--- config.mk ---
export PLATFORM = sky130hd
export DESIGN_NAME = rv32i_mem_arbiter
export DESIGN_NICKNAME = d
export VERILOG_FILES = /design/src/rtl/rv32i_mem_pkg.sv /design/src/rtl/rv32i_mem_lane_align.sv /design/src/rtl/rv32i_mem_arbiter.sv
export SDC_FILE = /design/constraint.sdc
export NUM_CORES = 1
export LEC_CHECK = 0
export ABC_AREA = 1
export CORE_MARGIN = 2
export CORE_UTILIZATION = 30
export DETAILED_ROUTE_END_ITERATION = 10
export GPL_TIMING_DRIVEN = 0
export SETUP_SLACK_MARGIN = 0.3
export SLEW_MARGIN = 40
export SYNTH_ARGS = -nofsm -noshare
export SYNTH_HDL_FRONTEND = slang
export SYNTH_SLANG_ARGS = --single-unit
--- constraint.sdc ---
create_clock -name clk -period 2.8 [get_ports clk]
set_input_delay 0.7 -clock clk [delete_from_list [all_inputs] [get_ports clk]]
set_output_delay 0.7 -clock clk [all_outputs]
set_load 0.03 [all_outputs]
--- src/rtl/rv32i_mem_pkg.sv ---
// Shared encodings for the RV32I unified-memory arbiter: access sizes, FSM states, grant owner.
package rv32i_mem_pkg;

    localparam logic [1:0] SZ_B   = 2'b00;
    localparam logic [1:0] SZ_H   = 2'b01;
    localparam logic [1:0] SZ_W   = 2'b10;
    localparam logic [1:0] SZ_ILL = 2'b11;

    localparam int DEFAULT_TIMEOUT = 255;
    localparam int CNT_W           = 16;

    typedef enum logic [1:0] {
        IDLE   = 2'd0,
        ACCESS = 2'd1,
        RESP   = 2'd2
    } state_t;

    typedef enum logic {
        GNT_IF = 1'b0,
        GNT_D  = 1'b1
    } gnt_t;

endpackage

--- src/rtl/rv32i_mem_lane_align.sv ---
// Byte-lane steering for one access: alignment check, store enables/replication, load extract/extend.
// Purely combinational; the arbiter decides whether live or latched request fields feed it.
module rv32i_mem_lane_align
    import rv32i_mem_pkg::*;
(
    input  logic        fetch_i,
    input  logic        write_i,
    input  logic [1:0]  size_i,
    input  logic [1:0]  addr_lo_i,
    input  logic        unsigned_i,
    input  logic [31:0] wdata_i,
    input  logic [31:0] rdata_i,
    output logic        err_o,
    output logic [3:0]  be_o,
    output logic [31:0] wdata_o,
    output logic [31:0] rdata_o
);

    logic [7:0]  ld_byte;
    logic [15:0] ld_half;

    assign ld_byte = rdata_i[{addr_lo_i, 3'b000} +: 8];
    assign ld_half = addr_lo_i[1] ? rdata_i[31:16] : rdata_i[15:0];

    always_comb begin
        err_o   = 1'b0;
        be_o    = 4'b1111;
        wdata_o = wdata_i;
        rdata_o = rdata_i;
        if (fetch_i) begin
            err_o = (addr_lo_i != 2'b00);
        end else begin
            case (size_i)
                SZ_B: begin
                    be_o    = 4'b0001 << addr_lo_i;
                    wdata_o = {4{wdata_i[7:0]}};
                    rdata_o = {{24{~unsigned_i & ld_byte[7]}}, ld_byte};
                end
                SZ_H: begin
                    err_o   = addr_lo_i[0];
                    be_o    = addr_lo_i[1] ? 4'b1100 : 4'b0011;
                    wdata_o = {2{wdata_i[15:0]}};
                    rdata_o = {{16{~unsigned_i & ld_half[15]}}, ld_half};
                end
                SZ_W: begin
                    err_o = (addr_lo_i != 2'b00);
                end
                default: begin
                    err_o = 1'b1;
                end
            endcase
            // Loads always read the whole word; lanes only matter for writes.
            if (!write_i) begin
                be_o = 4'b1111;
            end
        end
    end

endmodule

--- src/rtl/rv32i_mem_arbiter.sv ---
// Round-robin share of one memory port between fetch and data; min latency request->ack 2 cycles, 1 for rejected requests.
// Requesters hold their level request and stall via cpu_stall until their one-cycle ack; mem_ready stretches ACCESS up to TIMEOUT.
module rv32i_mem_arbiter
    import rv32i_mem_pkg::*;
#(
    parameter int ADDR_W  = 32,
    parameter int TIMEOUT = DEFAULT_TIMEOUT
) (
    input  logic              clk,
    input  logic              rst_n,
    input  logic              if_req,
    input  logic [ADDR_W-1:0] if_addr,
    output logic [31:0]       if_rdata,
    output logic              if_ack,
    output logic              if_err,
    input  logic              d_read,
    input  logic              d_write,
    input  logic [ADDR_W-1:0] d_addr,
    input  logic [31:0]       d_wdata,
    input  logic [1:0]        d_size,
    input  logic              d_unsigned,
    output logic [31:0]       d_rdata,
    output logic              d_ack,
    output logic              d_err,
    output logic              cpu_stall,
    output logic              mem_req,
    output logic              mem_we,
    output logic [ADDR_W-1:0] mem_addr,
    output logic [3:0]        mem_be,
    output logic [31:0]       mem_wdata,
    input  logic [31:0]       mem_rdata,
    input  logic              mem_ready
);

    localparam logic [CNT_W-1:0] CNT_LAST = CNT_W'(TIMEOUT - 1);

    state_t              state_q, state_d;
    gnt_t                last_q, last_d;
    gnt_t                gnt_q, gnt_d;
    logic [ADDR_W-1:0]   addr_q, addr_d;
    logic [31:0]         wdata_q, wdata_d;
    logic [1:0]          size_q, size_d;
    logic                uns_q, uns_d;
    logic                we_q, we_d;
    logic [CNT_W-1:0]    cnt_q, cnt_d;
    logic [31:0]         rdata_q, rdata_d;
    logic                err_q, err_d;

    logic                d_req;
    logic                idle;
    gnt_t                arb_gnt;
    logic                al_fetch, al_write, al_uns, al_err;
    logic [1:0]          al_size, al_addr_lo;
    logic [31:0]         al_wdata_in, al_wdata, al_rdata;
    logic [3:0]          al_be;
    logic                req_err;

    assign d_req = d_read | d_write;
    assign idle  = (state_q == IDLE);

    always_comb begin
        if (if_req && d_req) begin
            arb_gnt = (last_q == GNT_IF) ? GNT_D : GNT_IF;
        end else if (if_req) begin
            arb_gnt = GNT_IF;
        end else begin
            arb_gnt = GNT_D;
        end
    end

    // In IDLE the aligner checks the candidate request; afterwards it works from the latched copy.
    assign al_fetch    = idle ? (arb_gnt == GNT_IF) : (gnt_q == GNT_IF);
    assign al_write    = idle ? ((arb_gnt == GNT_D) & d_write) : we_q;
    assign al_size     = idle ? d_size : size_q;
    assign al_addr_lo  = idle ? ((arb_gnt == GNT_IF) ? if_addr[1:0] : d_addr[1:0]) : addr_q[1:0];
    assign al_uns      = idle ? d_unsigned : uns_q;
    assign al_wdata_in = idle ? d_wdata : wdata_q;

    rv32i_mem_lane_align u_align (
        .fetch_i    (al_fetch),
        .write_i    (al_write),
        .size_i     (al_size),
        .addr_lo_i  (al_addr_lo),
        .unsigned_i (al_uns),
        .wdata_i    (al_wdata_in),
        .rdata_i    (mem_rdata),
        .err_o      (al_err),
        .be_o       (al_be),
        .wdata_o    (al_wdata),
        .rdata_o    (al_rdata)
    );

    assign req_err = al_err | ((arb_gnt == GNT_D) & d_read & d_write);

    always_ff @(posedge clk or negedge rst_n) begin
        if (!rst_n) begin
            state_q <= IDLE;
            last_q  <= GNT_D;
            gnt_q   <= GNT_IF;
            addr_q  <= '0;
            wdata_q <= '0;
            size_q  <= SZ_B;
            uns_q   <= 1'b0;
            we_q    <= 1'b0;
            cnt_q   <= '0;
            rdata_q <= '0;
            err_q   <= 1'b0;
        end else begin
            state_q <= state_d;
            last_q  <= last_d;
            gnt_q   <= gnt_d;
            addr_q  <= addr_d;
            wdata_q <= wdata_d;
            size_q  <= size_d;
            uns_q   <= uns_d;
            we_q    <= we_d;
            cnt_q   <= cnt_d;
            rdata_q <= rdata_d;
            err_q   <= err_d;
        end
    end

    always_comb begin
        state_d = state_q;
        last_d  = last_q;
        gnt_d   = gnt_q;
        addr_d  = addr_q;
        wdata_d = wdata_q;
        size_d  = size_q;
        uns_d   = uns_q;
        we_d    = we_q;
        cnt_d   = cnt_q;
        rdata_d = rdata_q;
        err_d   = err_q;
        case (state_q)
            IDLE: begin
                if (if_req || d_req) begin
                    last_d  = arb_gnt;
                    gnt_d   = arb_gnt;
                    addr_d  = (arb_gnt == GNT_IF) ? if_addr : d_addr;
                    wdata_d = d_wdata;
                    size_d  = d_size;
                    uns_d   = d_unsigned;
                    we_d    = (arb_gnt == GNT_D) & d_write;
                    cnt_d   = '0;
                    rdata_d = '0;
                    err_d   = req_err;
                    state_d = req_err ? RESP : ACCESS;
                end
            end
            ACCESS: begin
                if (mem_ready) begin
                    rdata_d = (gnt_q == GNT_IF) ? mem_rdata : al_rdata;
                    err_d   = 1'b0;
                    state_d = RESP;
                end else if (cnt_q == CNT_LAST) begin
                    rdata_d = '0;
                    err_d   = 1'b1;
                    state_d = RESP;
                end else begin
                    cnt_d = cnt_q + 1'b1;
                end
            end
            default: begin
                state_d = IDLE;
            end
        endcase
    end

    assign mem_req   = (state_q == ACCESS);
    assign mem_we    = mem_req & we_q;
    assign mem_addr  = mem_req ? {addr_q[ADDR_W-1:2], 2'b00} : '0;
    assign mem_be    = mem_req ? al_be : 4'b0000;
    assign mem_wdata = mem_we ? al_wdata : 32'h0;

    assign if_ack   = (state_q == RESP) & (gnt_q == GNT_IF);
    assign d_ack    = (state_q == RESP) & (gnt_q == GNT_D);
    assign if_err   = if_ack & err_q;
    assign d_err    = d_ack & err_q;
    assign if_rdata = if_ack ? rdata_q : 32'h0;
    assign d_rdata  = d_ack ? rdata_q : 32'h0;

    assign cpu_stall = (if_req & ~if_ack) | (d_req & ~d_ack);

endmodule

==> results of run 1 <==
-- layout make-up --
type                       count  area, µm²  area share, %
clock inverter                13        193           1.40
clock buffer                  19        443           3.21
tap                          330        413           2.99
multi-input combinational    772       4790           34.7
buffer                        66        634           4.60
inverter                     170        669           4.85
sequential                   121       3030           22.0
timing repair buffer         363       3610           26.2
-- routing by layer --
metal | global-route usage (%) | vias up | wire (µm) | share of wire [%]
met3 | 5.81 | 48 | 2230 | 7.0
li1 | - | 4379 | - | -
met1 | 29.7 | 4298 | 13100 | 41
met2 | 41.0 | 307 | 16100 | 50
met4 | 7.20 | 8 | 578 | 1.8
met5 | 0 | - | 51 | 0.16
-- worst min-delay path by stage --
| stage | start | end | slack [ns] | depth (start not counted) |
|---|---|---|---|---|
| 6_report | rst_n | addr_q[15] | 0.20 | 1 |
| 5_1_grt | rst_n | addr_q[11] | 0.23 | 1 |
| 4_1_cts | rst_n | addr_q[6] | 0.21 | 1 |
| 3_5_place_dp | wdata_q[9] | wdata_q[9] | 0.47 | 2 |
| 3_3_place_gp | wdata_q[9] | wdata_q[9] | 0.46 | 2 |
| 2_1_floorplan | rst_n | addr_q[0] | 0.40 | 0 |
-- flip-flops by register name, summed over array words and instances (netlist names) --
| signal | count |
|---|---|
| size_q | 2 |
| wdata_q | 32 |
| cnt_q | 16 |
| uns_q | 1 |
| state_q | 2 |
| we_q | 1 |
| rdata_q | 32 |
| err_q | 1 |
| gnt_q | 1 |
| addr_q | 32 |
| last_q | 1 |
-- critical path, cell delays in order (launching register included) --
cell       delay, ns
dfrtp_2         0.43
buf_4           0.14
buf_6           0.10
buf_6           0.11
buf_6           0.11
nor3_4          0.18
buf_6           0.16
inv_8           0.05
buf_6           0.11
buf_6           0.12
clkbuf_16       0.17
nor2_4          0.10
buf_6           0.14
-- power by group --
group	internal [W]	switching, W	leakage, nW	total (W)
sequential	0.00240	0.000277	1.54	0.00268
combinational	0.00361	0.00555	4.30	0.00916
clock	0.00152	0.000884	0.305	0.00241
-- Yosys cell counts, drive strengths merged --
| library cell | instances |
|---|---|
| nor4 | 4 |
| buf | 28 |
| o21ai | 165 |
| conb | 1 |
| nor2 | 172 |
| o31ai | 8 |
| dfrtp | 120 |
| nand3b | 2 |
| nand4 | 5 |
| xnor2 | 1 |
| nand2 | 263 |
| ha | 2 |
| nor3b | 2 |
| and2 | 1 |
| o22ai | 37 |
| a311oi | 2 |
| a31oi | 6 |
| nor3 | 7 |
| inv | 170 |
| a21oi | 44 |
| o211ai | 7 |
| nand3 | 32 |
| dfstp | 1 |
| a22oi | 2 |
| xor2 | 7 |
| clkbuf | 38 |
| or2 | 1 |
-- stage by stage --
stage	utilization, %	setup slack [ns]	hold WS (ns)
floorplan	-	0.139	0.404
global placement	45.0	-4.68	0.462
detailed placement	45.2	-1.38	0.469
CTS	53.0	-0.315	0.208
global route	55.4	-0.349	0.230
finish	55.4	-0.262	0.201
-- kinds of logic after synthesis --
group	count (synthesis)	share of synthesized area, %
AND/OR/NAND/NOR	489	26.1
other	1	0.0498
adder cells (fa/ha/maj)	2	0.332
AO/OA/AOI/OAI	271	19.8
buffers and inverters	236	12.6
flip-flops	121	40.2
XOR/XNOR	8	0.930
-- timing repair --
action                                  CTS  global route
setup endpoints to repair               215           153
pin swaps                                35            16
gates resized for setup                1019           242
endpoints found under the hold margin     0             0
setup buffers                            68            15
gates cloned                              6             0
==> run metrics, run 1 <==
Setup violations, final between 80 and 90; DRC viols 0; Clock Pin Slew Worst Setup and Hold Paths ~0.06 ns; commonest non-fill, non-tap cell in the layout nand2_1; Max-cap violations 0; Initial DRT Pass Iterations 5; GRT Total Usage between 20% and 30%; global placer's final weighted congestion 0.888; routed wire length around 32000 µm; H-tree Lvls 4; initial antenna violation count 4; row count slightly below 60; hold buffer count at CTS 0; most frequent cells in the layout nand2_1, inv_1, clkdlybuf4s50_1, o21ai_0, buf_6; Unique masters post-synth 39; routed len/inst between 15 and 20 µm; global-route wire length before repair between 40000 and 50000 µm; fin crit period 3.06 ns; post-route design area approximately 14000 µm²; vias about 9.0k; Peak VDD IR around 0.00053 V; core area 24900 µm²; number of fill cells in the layout between 2k and 2.5k; Die Wd ~160 µm; post-placement cell count approximately 1.7k; synth warn 0; Clock Tree Root clkbuf_16; Pins Over Slew Limit 0; final worst-path cycle share 109%; layout cell share with drive strength beyond 1 roughly a third; GR Overflow Total 0; Gate Count Post-Synth about 1.1k; port bufs 273; Worst Setup End Kind output port; largest net degree at the start of global routing 69; Area Growth Syn to Fin 83.0%; Crit Path Class reg2out; CP required 2.10 ns; Max Buffers Root-to-Sink 2; reg2reg setup slack 0.42 ns; pwr dens ~1000 nW/µm²; measured slew at the worst slew-check pin between 0.7 and 0.8 ns; Critical Path Start state_q[0]; CTS Buf Count 17; ANT nets after route 0; Critical R2R Capture rdata_q[6]; FF-to-FF path depth 14; Placement Cell Area between 10000 and 15000 µm²; RSZ-0062 raised after global routing yes; sequential-to-total area share from yosys stat between 40% and 50%; n_diodes 0; Hold Path Class in2async; Synth area leaders dfrtp_1, nand2_1, o21ai_0; Die Ht between 150 and 200 µm; #FFs+latches synth 121; Critical Path AT 2.36 ns; FMAX approximately 330 MHz; post-synthesis cell type with the largest combined area dfrtp_1; initial drt markers 484; placed wire-length estimate around 22000 µm; status finished with violations; Clock Latency Late Sink ~0.43 ns; vias in the first global route between 9k and 10k; failing checks negative setup slack; vias per cell around 5; Yosys top cell area share between 30% and 40%; r2r startpoint state_q[0]; final hold violation count 0; full die area around 26000 µm²; Initial Util ~30%; crit path to d_rdata[17]; total power ~0.014 W; final worst slack -0.262 ns; Syn Std Cell Area about 7500 µm²; Max FO, Critical Path 6; setup TNS -10.28 ns; Clock Skew about 0.013 ns; Max-slew headroom 47.0%; # clock sinks 121; Final #Nets ~1.7k; Leakage roughly 6.2 nW; Syn Area/Cell 6.68 µm²; Worst setup SP type flop; Post-Layout Cell Count 1854; CTS tree built; I/O pin cnt 276
No activity file was read; power rests on OpenSTA's default activity.
==> run 2, diff against run 1 <==
Settings changed: SYNTH_HIERARCHICAL set to 1.
==> run metrics, run 2 <==
Post-synth EDFFs 0 (unchanged); Primary FF master, synth dfrtp_1 (unchanged); DRC viols 0 (unchanged); vias 9363 (was 9040); final worst slack -0.410 ns (was -0.262 ns); Leakage 6.60 nW (was 6.15 nW); Synth Area in Adders 0.306% (was 0.332%); FMAX 312 MHz (was 327 MHz); Initial DRT Pass Iterations 5 (unchanged); CP required 2.10 ns (about the same); final worst-path cycle share 115% (was 109%); fin crit period 3.21 ns (was 3.06 ns); total power 0.0155 W (was 0.0142 W); synth warn 6 (was 0); CTS tree built (unchanged); n_diodes 0 (unchanged); I/O pin cnt 276 (unchanged); Max Buffers Root-to-Sink 2 (unchanged); Die Ht 169 µm (was 162 µm); cell internal pwr 0.00803 W (was 0.00754 W); sw frac 48.3% (was 47.1%); Max-cap violations 0 (unchanged); Gate power share 67.6% (was 64.3%); core area 26900 µm² (was 24900 µm²); Placement Cell Area 11700 µm² (was 11200 µm²); Post-synth top cells nand2_1, nor2_1, inv_1 (was nand2_1, inv_1, nor2_1); Setup violations, final 29 (was 87); Max FO, Critical Path 8 (was 6); largest net degree at the start of global routing 51 (was 69); cells along the critical path nor2_4, inv_4, buf_8, buf_8, o21ai_4, inv_2, nor2_4, inv_4, o21ai_2, nand2_2, o21ai_1, inv_1, nor2_4, buf_6 (was buf_4, buf_6, buf_6, buf_6, nor3_4, buf_6, inv_8, buf_6, buf_6, clkbuf_16, nor2_4, buf_6); Worst Setup End Kind output port (unchanged); Clock Skew 0.0125 ns (was 0.0129 ns); sequential-to-total area share from yosys stat 37.1% (was 40.2%); Area Growth Syn to Fin 72.1% (was 83.0%); row count 60 (was 58); Initial Util 30.4% (was 30.3%); port bufs 273 (unchanged); RSZ-0062 raised after global routing yes (unchanged); Gate Count Post-Synth 1240 (was 1128); measured slew at the worst slew-check pin 0.539 ns (was 0.796 ns); Worst setup SP type flop (unchanged); Async SR Flop Fraction 100% (unchanged); routed wire length 31300 µm (was 32000 µm); multiplexer area fraction after synthesis 3.92% (was 0%); status finished with violations (unchanged); clock group share of total power 14.5% (was 16.9%); Clock Pin Slew Worst Setup and Hold Paths 0.06 ns (about the same); H-tree Lvls 4 (unchanged); full die area 28600 µm² (was 26400 µm²); failing checks negative setup slack (unchanged); Yosys top cell area share 36.8% (was 39.9%); Synth area leaders dfrtp_1, nand2_1, o21ai_0 (unchanged); switching power 0.00749 W (was 0.00671 W); final hold violation count 0 (unchanged); most frequent CP cell nor2_4 (was buf_6); placed wire-length estimate 22300 µm (was 22400 µm); global-route wire length before repair 47100 µm (was 49200 µm); vias in the first global route 8907 (was 9120); number of fill cells in the layout 2604 (was 2306); Final #Nets 1744 (was 1650); layout cell share with drive strength beyond 1 32.8% (was 33.5%); Syn Area/Cell 6.58 µm² (was 6.68 µm²); #FFs+latches synth 121 (unchanged); # clock sinks 121 (unchanged); Crit Path Class reg2out (unchanged); CTS Buf Count 17 (unchanged); ANT nets after route 0 (unchanged); Flop pwr share 17.8% (was 18.8%); largest family of logic cells by synthesized area simple AND/OR/NAND/NOR gates (unchanged); most frequent cells in the layout nand2_1, inv_1, clkdlybuf4s50_1, buf_6, dfrtp_1 (was nand2_1, inv_1, clkdlybuf4s50_1, o21ai_0, buf_6); Max-slew headroom 63.7% (was 47.0%); top flop regs addr_q x32, rdata_q x32, wdata_q x32 (unchanged); commonest non-fill, non-tap cell in the layout nand2_1 (unchanged); vias per cell 4.78 (was 4.88); Slowest cell on crit path dfrtp_2 (unchanged); Critical Path AT 2.51 ns (was 2.36 ns); initial antenna violation count 1 (was 4); Hold Path Class in2async (unchanged); global placer's final weighted congestion 0.851 (was 0.888); Syn Std Cell Area 8170 µm² (was 7530 µm²); Pins Over Slew Limit 0 (unchanged); Peak VDD IR 0.000531 V (was 0.000529 V); Synth Area in Compound Gates 13.9% (was 19.8%); Die Wd 169 µm (was 162 µm); routed len/inst 16.0 µm (was 17.3 µm); Post-Synth Simple-Gate Area 30.4% (was 26.1%); Unique masters post-synth 37 (was 39); hold buffer count at CTS 0 (unchanged); GR Overflow Total 0 (unchanged); Clock Tree Root clkbuf_16 (unchanged); Synth Area in XOR/XNOR 0.536% (was 0.930%); initial drt markers 505 (was 484); pwr dens 1100 nW/µm² (was 1030 nW/µm²); post-route design area 14000 µm² (was 13800 µm²); Clock Latency Late Sink 0.42 ns (was 0.43 ns); post-synthesis cell type with the largest combined area dfrtp_1 (unchanged); slowest stage delay, CP 0.43 ns (about the same); dominant cell by count in the synthesized netlist nand2_1 (unchanged); GRT Total Usage 20.7% (was 23.9%)
==> run 2: cell types whose count changed after synthesis, moves of 8 or more <==
cell,previous run,this run
a21oi_1,43,2
nor2_1,165,187
inv_1,165,174
clkbuf_1,38,17
o31ai_1,8,0
o21ai_0,156,171
nand2_1,259,352
mux2i_1,0,32
nand2_2,3,13
buf_2,17,30
==> run 2: through the flow <==
| stage | hold WS [ns] | util [%] | std cells | setup TNS (ns) | setup WS, ns |
|---|---|---|---|---|---|
| 6_report | 0.142 | 52.3 | 1958 | -8.59 | -0.410 |
| 5_1_grt | 0.153 | 52.3 | 1958 | -11.66 | -0.492 |
| 4_1_cts | 0.141 | 47.9 | 1930 | -8.49 | -0.412 |
| 3_5_place_dp | 0.473 | 43.6 | 1857 | -67.57 | -1.71 |
| 3_3_place_gp | 0.467 | 43.4 | 1855 | -560.90 | -4.13 |
| 2_1_floorplan | 0.404 | - | 1241 | -0.0505 | -0.0505 |
==> run 2: path summary, 6_finish.rpt <==
kind | from | endpoint | slack (ns) | depth (start not counted)
min reg2reg | wdata_q[0] | wdata_q[0] | 0.49 | 2
min | rst_n | wdata_q[19] | 0.14 | 1
max reg2reg | last_q | rdata_q[17] | 0.28 | 19
max | state_q[0] | mem_wdata[9] | -0.41 | 14
max in group asynchronous | rst_n | last_q | 1.78 | 3
min in group clk | wdata_q[0] | wdata_q[0] | 0.49 | 2
==> run 2: worst max-delay path: cells and delay by family, from the launching register on <==
| family | cells | cell delay (ns) |
|---|---|---|
| buffers and inverters | 7 | 0.71 |
| and+or+nand+nor | 4 | 0.53 |
| DFF | 1 | 0.43 |
| AOI/OAI and AO/OA | 3 | 0.43 |
==> run 2: cell families (layout without fill, tap and decap cells) <==
| kind of cell | count (synthesis) | count (layout) |
|---|---|---|
| fa+ha+maj | 2 | 2 |
| flops | 121 | 121 |
| mux | 32 | 32 |
| buf+inv | 256 | 632 |
| simple gates | 607 | 607 |
| other cells | 1 | 2 |
| compound gates | 216 | 216 |
| xor+xnor | 5 | 5 |
==> run 2: final cells by class <==
class                      count  area [µm²]  area share [%]
tap                          341         427            3.04
clock inverter                 9         123           0.873
multi-input combinational    864        5130            36.5
inverter                     184         724            5.16
sequential                   121        3030            21.6
timing repair buffer         343        3470            24.7
clock buffer                  22         464            3.30
timing repair inverter         2        22.5           0.160
buffer                        72         662            4.71
==> run 2: what timing repair did <==
action / 4_1_cts / 5_1_grt
buffers inserted: 40 / 19
setup endpoints to repair: 172 / 164
resized for setup: 852 / 462
cloned: 2 / 9
pin swaps: 34 / 13
endpoints found under the hold margin: 0 / 0
==> run 2: power groups by stage <==
stage / Combinational, W / Sequential (W) / Clock, W
CTS: 0.00899 / 0.00275 / 0.00230
global route: 0.0113 / 0.00284 / 0.00238
finish: 0.0105 / 0.00277 / 0.00226
global placement: 0.00758 / 0.00275 / 0
floorplan: 0.00542 / 0.00268 / 0
detailed placement: 0.00764 / 0.00276 / 0
==> run 2: layer usage <==
layer	GRT usage, %	part of all wire, %
met5	0	0.035
met4	6.80	2.4
met3	3.62	5.7
met2	34.0	48
met1	27.8	44
==> run 3, diff against run 2 <==
Settings changed: CAP_MARGIN set to 5, SLEW_MARGIN 40 to 25.
==> run metrics, run 3 (synthesized netlist as in run 2, its figures left out) <==
status finished with violations (unchanged); failing checks negative setup slack (unchanged); placed wire-length estimate 22100 µm (was 22300 µm); routed len/inst 16.0 µm (about the same); vias per cell 4.79 (was 4.78); slowest stage delay, CP 0.43 ns (about the same); Post-Layout Cell Count 1970 (was 1958); global placer's final weighted congestion 0.851 (unchanged); CP required 2.10 ns (about the same); GR Overflow Total 0 (unchanged); Clock Pin Slew Worst Setup and Hold Paths 0.06 ns (about the same); Max-cap violations 0 (unchanged); initial antenna violation count 1 (unchanged); Area Growth Syn to Fin 76.1% (was 72.1%); FMAX 311 MHz (was 312 MHz); largest net degree at the start of global routing 84 (was 51); number of fill cells in the layout 2531 (was 2604); Max Buffers Root-to-Sink 2 (unchanged); Worst Setup End Kind output port (unchanged); Setup violations, final 29 (unchanged); RSZ-0062 raised after global routing yes (unchanged); fin crit period 3.21 ns (about the same); Clock Skew 0.00737 ns (was 0.0125 ns); Pins Over Slew Limit 0 (unchanged); layout cell share with drive strength beyond 1 33.5% (was 32.8%); GRT Total Usage 21.1% (was 20.7%); Die Wd 169 µm (unchanged); Clock Latency Late Sink 0.42 ns (about the same); CTS Buf Count 17 (unchanged); pwr dens 1120 nW/µm² (was 1100 nW/µm²); Max-slew headroom 58.6% (was 63.7%); hold buffer count at CTS 0 (unchanged); vias 9437 (was 9363); Peak VDD IR 0.000544 V (was 0.000531 V); Placement Cell Area 11700 µm² (about the same); Clock Tree Root clkbuf_16 (unchanged); cells along the critical path nor2_4, inv_4, buf_12, buf_12, nand2_4, o21ai_4, buf_12, nor2_4, inv_4, o21ai_1, nand2_1, o21ai_2, inv_2, nor2_4, buf_6 (was nor2_4, inv_4, buf_8, buf_8, o21ai_4, inv_2, nor2_4, inv_4, o21ai_2, nand2_2, o21ai_1, inv_1, nor2_4, buf_6); Final #Nets 1755 (was 1744); Critical Path AT 2.51 ns (about the same); full die area 28600 µm² (unchanged); CTS tree built (unchanged); H-tree Lvls 4 (unchanged); measured slew at the worst slew-check pin 0.614 ns (was 0.539 ns); n_diodes 0 (unchanged); ANT nets after route 0 (unchanged); # clock sinks 121 (unchanged); vias in the first global route 9012 (was 8907); Hold Path Class in2async (unchanged); I/O pin cnt 276 (unchanged); final worst-path cycle share 115% (about the same); commonest non-fill, non-tap cell in the layout nand2_1 (unchanged); post-placement cell count 1856 (was 1857); port bufs 273 (unchanged); core area 26900 µm² (unchanged); Slowest cell on crit path dfrtp_2 (unchanged); top flop regs addr_q x32, rdata_q x32, wdata_q x32 (unchanged); Initial DRT Pass Iterations 5 (unchanged); Max FO, Critical Path 8 (unchanged); routed wire length 31600 µm (was 31300 µm); final worst slack -0.413 ns (was -0.410 ns); DRC viols 0 (unchanged); final hold violation count 0 (unchanged); global-route wire length before repair 47700 µm (was 47100 µm); Worst setup SP type flop (unchanged); Initial Util 30.4% (unchanged); row count 60 (unchanged); Crit Path Class reg2out (unchanged); post-route design area 14400 µm² (was 14000 µm²); Leakage 6.61 nW (was 6.60 nW); most frequent cells in the layout nand2_1, inv_1, buf_6, clkdlybuf4s50_1, dfrtp_1 (was nand2_1, inv_1, clkdlybuf4s50_1, buf_6, dfrtp_1); initial drt markers 445 (was 505); Die Ht 169 µm (unchanged)
-- run 3: cell count changes in the layout (fill, tap and decap cells not counted), sizes merged --
cell,previous run,this run
clkbuf,50,47
clkdlybuf4s18,0,1
clkinv,8,9
buf,251,243
inv,183,181
clkdlybuf4s15,4,27
bufinv,3,4
clkinvlp,1,0
-- run 3: metal layers --
| layer | global-route usage, % | wire length (µm) |
|---|---|---|
| met1 | 28.3 | 13700 |
| met2 | 33.9 | 15100 |
| met3 | 3.90 | 1790 |
| met5 | 0 | 11 |
| met4 | 7.77 | 881 |
-- run 3: per-stage QoR --
stage	utilization (%)	setup slack (ns)	power [W]	TNS [ns]	hold WS (ns)
after detailed placement	43.5	-1.71	0.0104	-67.23	0.474
after CTS	48.6	-0.436	0.0144	-8.47	0.149
final	53.5	-0.413	0.0160	-9.12	0.152
after global placement	43.4	-4.13	0.0103	-560.90	0.467
after global routing	53.5	-0.520	0.0171	-12.52	0.158
after floorplan	-	-0.0505	0.00810	-0.0505	0.404
-- run 3: what timing repair did --
action,in CTS,in global routing
gates resized for setup,867,406
pin swaps,38,43
setup endpoints to repair,172,160
setup buffers,49,23
gates cloned,4,6
-- run 3: cell type report --
cell class / instances / area (µm²) / share of cell area, %
Clock inverter: 9 / 145 / 1.01
Inverter: 184 / 722 / 5.02
Tap cell: 341 / 427 / 2.97
Sequential cell: 121 / 3030 / 21.1
Buffer: 72 / 652 / 4.53
Timing Repair Buffer: 355 / 3750 / 26.1
Timing Repair inverter: 1 / 16.3 / 0.113
Clock buffer: 23 / 468 / 3.25
Multi-Input combinational cell: 864 / 5170 / 35.9
-- run 3: worst paths after layout --
path | startpoint | endpoint | slack, ns | cells after the start
worst max-delay path | state_q[0] | mem_wdata[10] | -0.41 | 15
worst min-delay path | rst_n | wdata_q[12] | 0.15 | 1
worst max register to register | last_q | rdata_q[23] | 0.27 | 19
worst min register to register | wdata_q[18] | wdata_q[18] | 0.48 | 2
max in group asynchronous | rst_n | last_q | 1.90 | 2
min in group clk | wdata_q[18] | wdata_q[18] | 0.48 | 2
-- run 3: critical path: cells and delay by family (launching register included) --
kind | cells | cell delay (ns)
simple gates | 5 | 0.62
buf+inv | 7 | 0.74
compound gates | 3 | 0.32
flops | 1 | 0.43
-- run 3: power breakdown --
group	switching [W]	total [W]	internal [W]
sequential	0.000336	0.00276	0.00243
combinational	0.00643	0.0109	0.00449
clock	0.000829	0.00236	0.00153
==> edit 1: new RTL, flow settings as in run 1 <==
Put a register stage on the output `d_err`, without a reset. The value now appears one clock later. The other outputs are not delayed to match.
--- a/src/rtl/rv32i_mem_arbiter.sv
+++ b/src/rtl/rv32i_mem_arbiter.sv
@@ -178,3 +178,5 @@
     assign if_err   = if_ack & err_q;
-    assign d_err    = d_ack & err_q;
+    always_ff @(posedge clk) begin
+        d_err <= d_ack & err_q;
+    end
     assign if_rdata = if_ack ? rdata_q : 32'h0;
Behaviour: not the same (Yosys sat finds a counterexample within 4 cycles, from zero or initial values and one cycle with rst_n low).
==> edit 1 against run 1 <==
The run still ends with negative setup slack left. Power decreased by 2.1%. Synthesized cell count is essentially flat. Setup slack worse by 0.026 ns. Sequential cell count rose by 1. Wire length down 2.1%. Cell area down 2.1%. Largest cell class unchanged. Maximum frequency fell by 0.84%. Synthesized area increased by 0.27%.
==> edit 1: results (changes against run 1) <==
================================================================================
Maximum net fanout on the critical path ...........................            6   unchanged
Area share of fa/ha/maj cells after synthesis .....................       0.331%   was 0.332%
Bufs on Longest Clock Path ........................................            2   unchanged
Worst IR drop on VDD ..............................................   0.000473 V   was 0.000529 V
NumNets Final .....................................................         1642   was 1650
Drt pass-1 iters ..................................................            6   was 5
Total of warnings raised by yosys .................................            0   unchanged
Post-route total power ............................................      13.9 mW   was 14.2 mW
Vias in the first global route ....................................         8798   was 9120
Combinational-cell power consumption ..............................      9.02 mW   was 9.16 mW
Sequential fraction of the synthesis area .........................        40.4%   was 40.2%
Gpl congestion ....................................................        0.866   was 0.888
Wire length after detailed routing ................................     31300 um   was 32000 um
Iteration-0 DRC Markers ...........................................          431   was 484
P_leak ............................................................      6.08 nW   was 6.15 nW
Pin count of the biggest net entering global routing ..............           70   was 69
Final hold slack ..................................................     0.185 ns   was 0.201 ns
Normalized max-slew margin ........................................        48.0%   was 47.0%
HPWL after detailed placement .....................................     22100 um   was 22400 um
Internal portion of total power ...................................      7.22 mW   was 7.54 mW
Uppermost layer routed ............................................         met4   was met5
Number of antenna violations at the first check in global routing .            2   was 4
Least setup slack across all paths after layout ...................    -0.288 ns   was -0.262 ns
Area share of xor/xnor cells in the synthesized design ............       0.927%   was 0.930%
Worst Path Arrival ................................................      2.39 ns   was 2.36 ns
Post-synthesis compound-gate area fraction ........................        19.7%   was 19.8%
Violated checks ................................................... negative setup slack   unchanged
Global-route wire length before repair ............................     47500 um   was 49200 um
Sequential share of power .........................................        19.3%   was 18.8%
Worst reg2reg path endpoint .......................................   rdata_q[0]   was rdata_q[6]
Summed negative setup slack over all endpoints ....................     -5.15 ns   was -10.28 ns
Distinct cells, synth .............................................           40   was 39
Clock tree root buffer cell .......................................    clkbuf_16   unchanged
Final setup skew ..................................................   0.00819 ns   was 0.0129 ns
Setup violations, final ...........................................           34   was 87
Quantity of I/O buffers inserted on ports .........................          273   unchanged
Met3 wire len .....................................................      2280 um   was 2230 um
Pre-CTS setup slack ...............................................     -1.42 ns   was -1.38 ns
Run status ........................................................ finished with violations   unchanged
Met2 routed WL ....................................................     15700 um   was 16100 um
Metal-1 WL ........................................................     12800 um   was 13100 um
Total number of vias ..............................................         9005   was 9040
Share of layout cells above drive strength 1 ......................        31.3%   was 33.5%
Overall global routing resource usage .............................        23.0%   was 23.9%
Reg2reg setup slack ...............................................      0.38 ns   was 0.42 ns
End point of the critical path .................................... mem_wdata[24]   was d_rdata[17]
Cells taking the most area after synthesis ........................ dfrtp_1 (40%), nand2_1 (13%), o21ai_0 (10%), inv_1 (8.2%), nor2_1 (8.2%)   unchanged
Post-DP Area ......................................................    11300 um2   was 11200 um2
Post-synth ARST share .............................................        99.2%   was 100%
================================================================================
## edit 1: changes by cell type after synthesis, sizes merged
cell	before	now
dfxtp	0	1
## edit 1: cells by family after synthesis
kind of cell / after synthesis
XOR/XNOR: 8
other: 1
AO/OA/AOI/OAI: 271
flip-flops: 122
buffers and inverters: 236
adder cells (fa/ha/maj): 2
AND/OR/NAND/NOR: 489
## edit 1: timing repair
| action | 4_1_cts | 5_1_grt |
|---|---|---|
| setup buffers | 60 | 13 |
| gates cloned | 3 | 4 |
| pin swaps | 28 | 20 |
| resized for setup | 1058 | 120 |
| endpoints found under the setup margin | 215 | 124 |
## edit 1: area by class of cell
| class | instances | area (um2) |
|---|---|---|
| clock buffer | 17 | 425 |
| timing repair buffer | 354 | 3470 |
| buffer | 66 | 663 |
| antenna | 2 | 5.00 |
| inverter | 170 | 679 |
| multi-input combinational | 772 | 4630 |
| fill | 2380 | 11500 |
| clock inverter | 15 | 155 |
| sequential | 122 | 3050 |
| tap | 330 | 413 |
## edit 1: worst min-delay path by stage
stage	from	cells after the start	end
after floorplan	rst_n	0	addr_q[0]
after global placement	wdata_q[13]	2	wdata_q[13]
after detailed placement	rdata_q[25]	2	rdata_q[25]
after CTS	rst_n	1	addr_q[4]
after global routing	rst_n	1	addr_q[4]
final	rst_n	1	addr_q[4]
## edit 1: metrics by stage
| step | util, % | std cells |
|---|---|---|
| finish | 54.1 | 1848 |
| global route | 54.1 | 1847 |
| CTS | 52.0 | 1829 |
| detailed placement | 45.1 | 1734 |
| global placement | 45.0 | 1733 |
| floorplan | - | 1130 |
## edit 1: routing by layer
| metal | GRT usage (%) | vias to the layer above |
|---|---|---|
| li1 | - | 4361 |
| met4 | 5.23 | 0 |
| met2 | 40.1 | 333 |
| met1 | 28.8 | 4277 |
| met5 | 0 | - |
| met3 | 5.40 | 34 |
==> edit 2: new RTL, settings of run 1 <==
Without the edit above. `ADDR_W`: 32 -> 40.
--- a/src/rtl/rv32i_mem_arbiter.sv
+++ b/src/rtl/rv32i_mem_arbiter.sv
@@ -5,3 +5,3 @@
 #(
-    parameter int ADDR_W  = 32,
+    parameter int ADDR_W  = 40,
     parameter int TIMEOUT = DEFAULT_TIMEOUT
Interface: changed (resized d_addr, if_addr and mem_addr); port bits go from 276 to 300. No check against the original RTL was run, so the function may have changed too.
==> edit 2 against run 1 <==
The flow still finishes with violations (negative setup slack). Count of clock-buffer cells in the layout shrank 2. Sequential share of layout area shrank 0.49 points. Cell area grew 9.0%. Non-clock buffer count grew 51. Power grew 8.1%. Die area grew 5.6%. Synthesized area grew 5.8%. Wire length grew 7.4%. Sequential cell count grew 8. Setup slack gained 0.018 ns. Cell count grew 6.4%. Clock power shrank 2%. Largest cell class unchanged.
==> edit 2: results (changes against run 1) <==
================================================================================
Run status ........................................................ finished with violations   unchanged
Violated checks ................................................... negative setup slack   unchanged
Normalized max-slew margin ........................................        51.2%   was 47.0%
Area share of xor/xnor cells in the synthesized design ............       0.769%   was 0.930%
Gate Count Post-Synth .............................................         1190   was 1128
Worst IR drop on VDD ..............................................   0.000581 V   was 0.000529 V
Global-route wire length before repair ............................     51600 um   was 49200 um
Setup violations, final ...........................................           48   was 87
Buffers inserted during post-CTS setup optimization ...............           69   was 68
Uppermost layer routed ............................................         met4   was met5
HPWL after detailed placement .....................................     23600 um   was 22400 um
Global-route met1 utilization .....................................        31.4%   was 29.7%
Largest registers ................................................. addr_q x40, rdata_q x32, wdata_q x32   was addr_q x32, rdata_q x32, wdata_q x32
Number of antenna violations at the first check in global routing .            2   was 4
Met3 wire len .....................................................      2110 um   was 2230 um
Top cells by instance count after synthesis ....................... nand2_1 (285), nor2_1 (182), inv_1 (159)   was nand2_1 (259), inv_1 (165), nor2_1 (165)
Worst R2R Start ...................................................       last_q   was state_q[0]
Metal-1 WL ........................................................     14900 um   was 13100 um
Seq_cells .........................................................          129   was 121
Wire length after detailed routing ................................     34400 um   was 32000 um
Non-clock inverter total of the final layout ......................          172   was 170
Worst Path Arrival ................................................      2.34 ns   was 2.36 ns
Summed negative setup slack over all endpoints ....................     -5.70 ns   was -10.28 ns
Worst reg2reg path endpoint .......................................    addr_q[1]   was rdata_q[6]
Area share of fa/ha/maj cells after synthesis .....................       0.314%   was 0.332%
Cells taking the most area after synthesis ........................ dfrtp_1 (40%), nand2_1 (13%), o21ai_0 (9.4%), nor2_1 (8.6%), inv_1 (7.5%)   was dfrtp_1 (40%), nand2_1 (13%), o21ai_0 (10%), inv_1 (8.2%), nor2_1 (8.2%)
Signal buffers ....................................................          480   was 429
Diodes inserted ...................................................            2   was 0
Least setup slack across all paths after layout ...................    -0.244 ns   was -0.262 ns
Final setup skew ..................................................   0.00988 ns   was 0.0129 ns
Share of layout cells above drive strength 1 ......................        34.0%   was 33.5%
Distinct cells, synth .............................................           40   was 39
Clock distribution area overhead in the final layout ..............        4.00%   was 4.61%
Number of fill cells in the layout ................................         2399   was 2306
Vias in the first global route ....................................         9428   was 9120
Maximum net fanout on the critical path ...........................            8   was 6
Met2 routed WL ....................................................     16700 um   was 16100 um
Multi-input comb cells ............................................          823   was 772
Pin count of the biggest net entering global routing ..............           67   was 69
GR Layer Usage met2 ...............................................        38.2%   was 41.0%
Combined area of the multi-input logic cells ......................     5150 um2   was 4790 um2
Pre-CTS setup slack ...............................................     -1.33 ns   was -1.38 ns
Gpl congestion ....................................................        0.893   was 0.888
Final non-clock buffer share ......................................        32.8%   was 30.8%
Post-DP Area ......................................................    12100 um2   was 11200 um2
Via/cell ratio ....................................................         4.87   was 4.88
Fraction of area in multi-input gates .............................        34.3%   was 34.7%
Worst Reg2Reg Path Length in Cells ................................           21   was 14
Post-synthesis compound-gate area fraction ........................        19.2%   was 19.8%
================================================================================
==> edit 2: changes by cell type after synthesis, sizes merged, moves of 3 or more <==
cell and change:
nand2 +25, nor2 +18, clkbuf +13, buf -10
o22ai +10, dfrtp +8, a21oi -4, o211ai +4
o21ai -4, nor3 +3
==> edit 2: worst reg2reg max path: stages, from the launching register on <==
cell,delay (ns)
dfstp_2,0.52
inv_2,0.04
o21ai_4,0.07
buf_6,0.13
nand3b_1,0.11
buf_4,0.16
buf_4,0.13
buf_4,0.12
buf_4,0.12
buf_4,0.12
buf_4,0.12
buf_4,0.12
buf_4,0.12
buf_4,0.12
buf_4,0.12
buf_4,0.12
buf_4,0.12
buf_4,0.12
buf_4,0.12
buf_4,0.12
nand3_2,0.08
nand2_1,0.07
==> edit 2: power by group <==
| part | internal, mW | total [mW] | switching (mW) |
|---|---|---|---|
| clock | 1.34 | 2.35 | 1.00 |
| combinational | 4.14 | 10.2 | 6.07 |
| sequential | 2.57 | 2.84 | 0.279 |
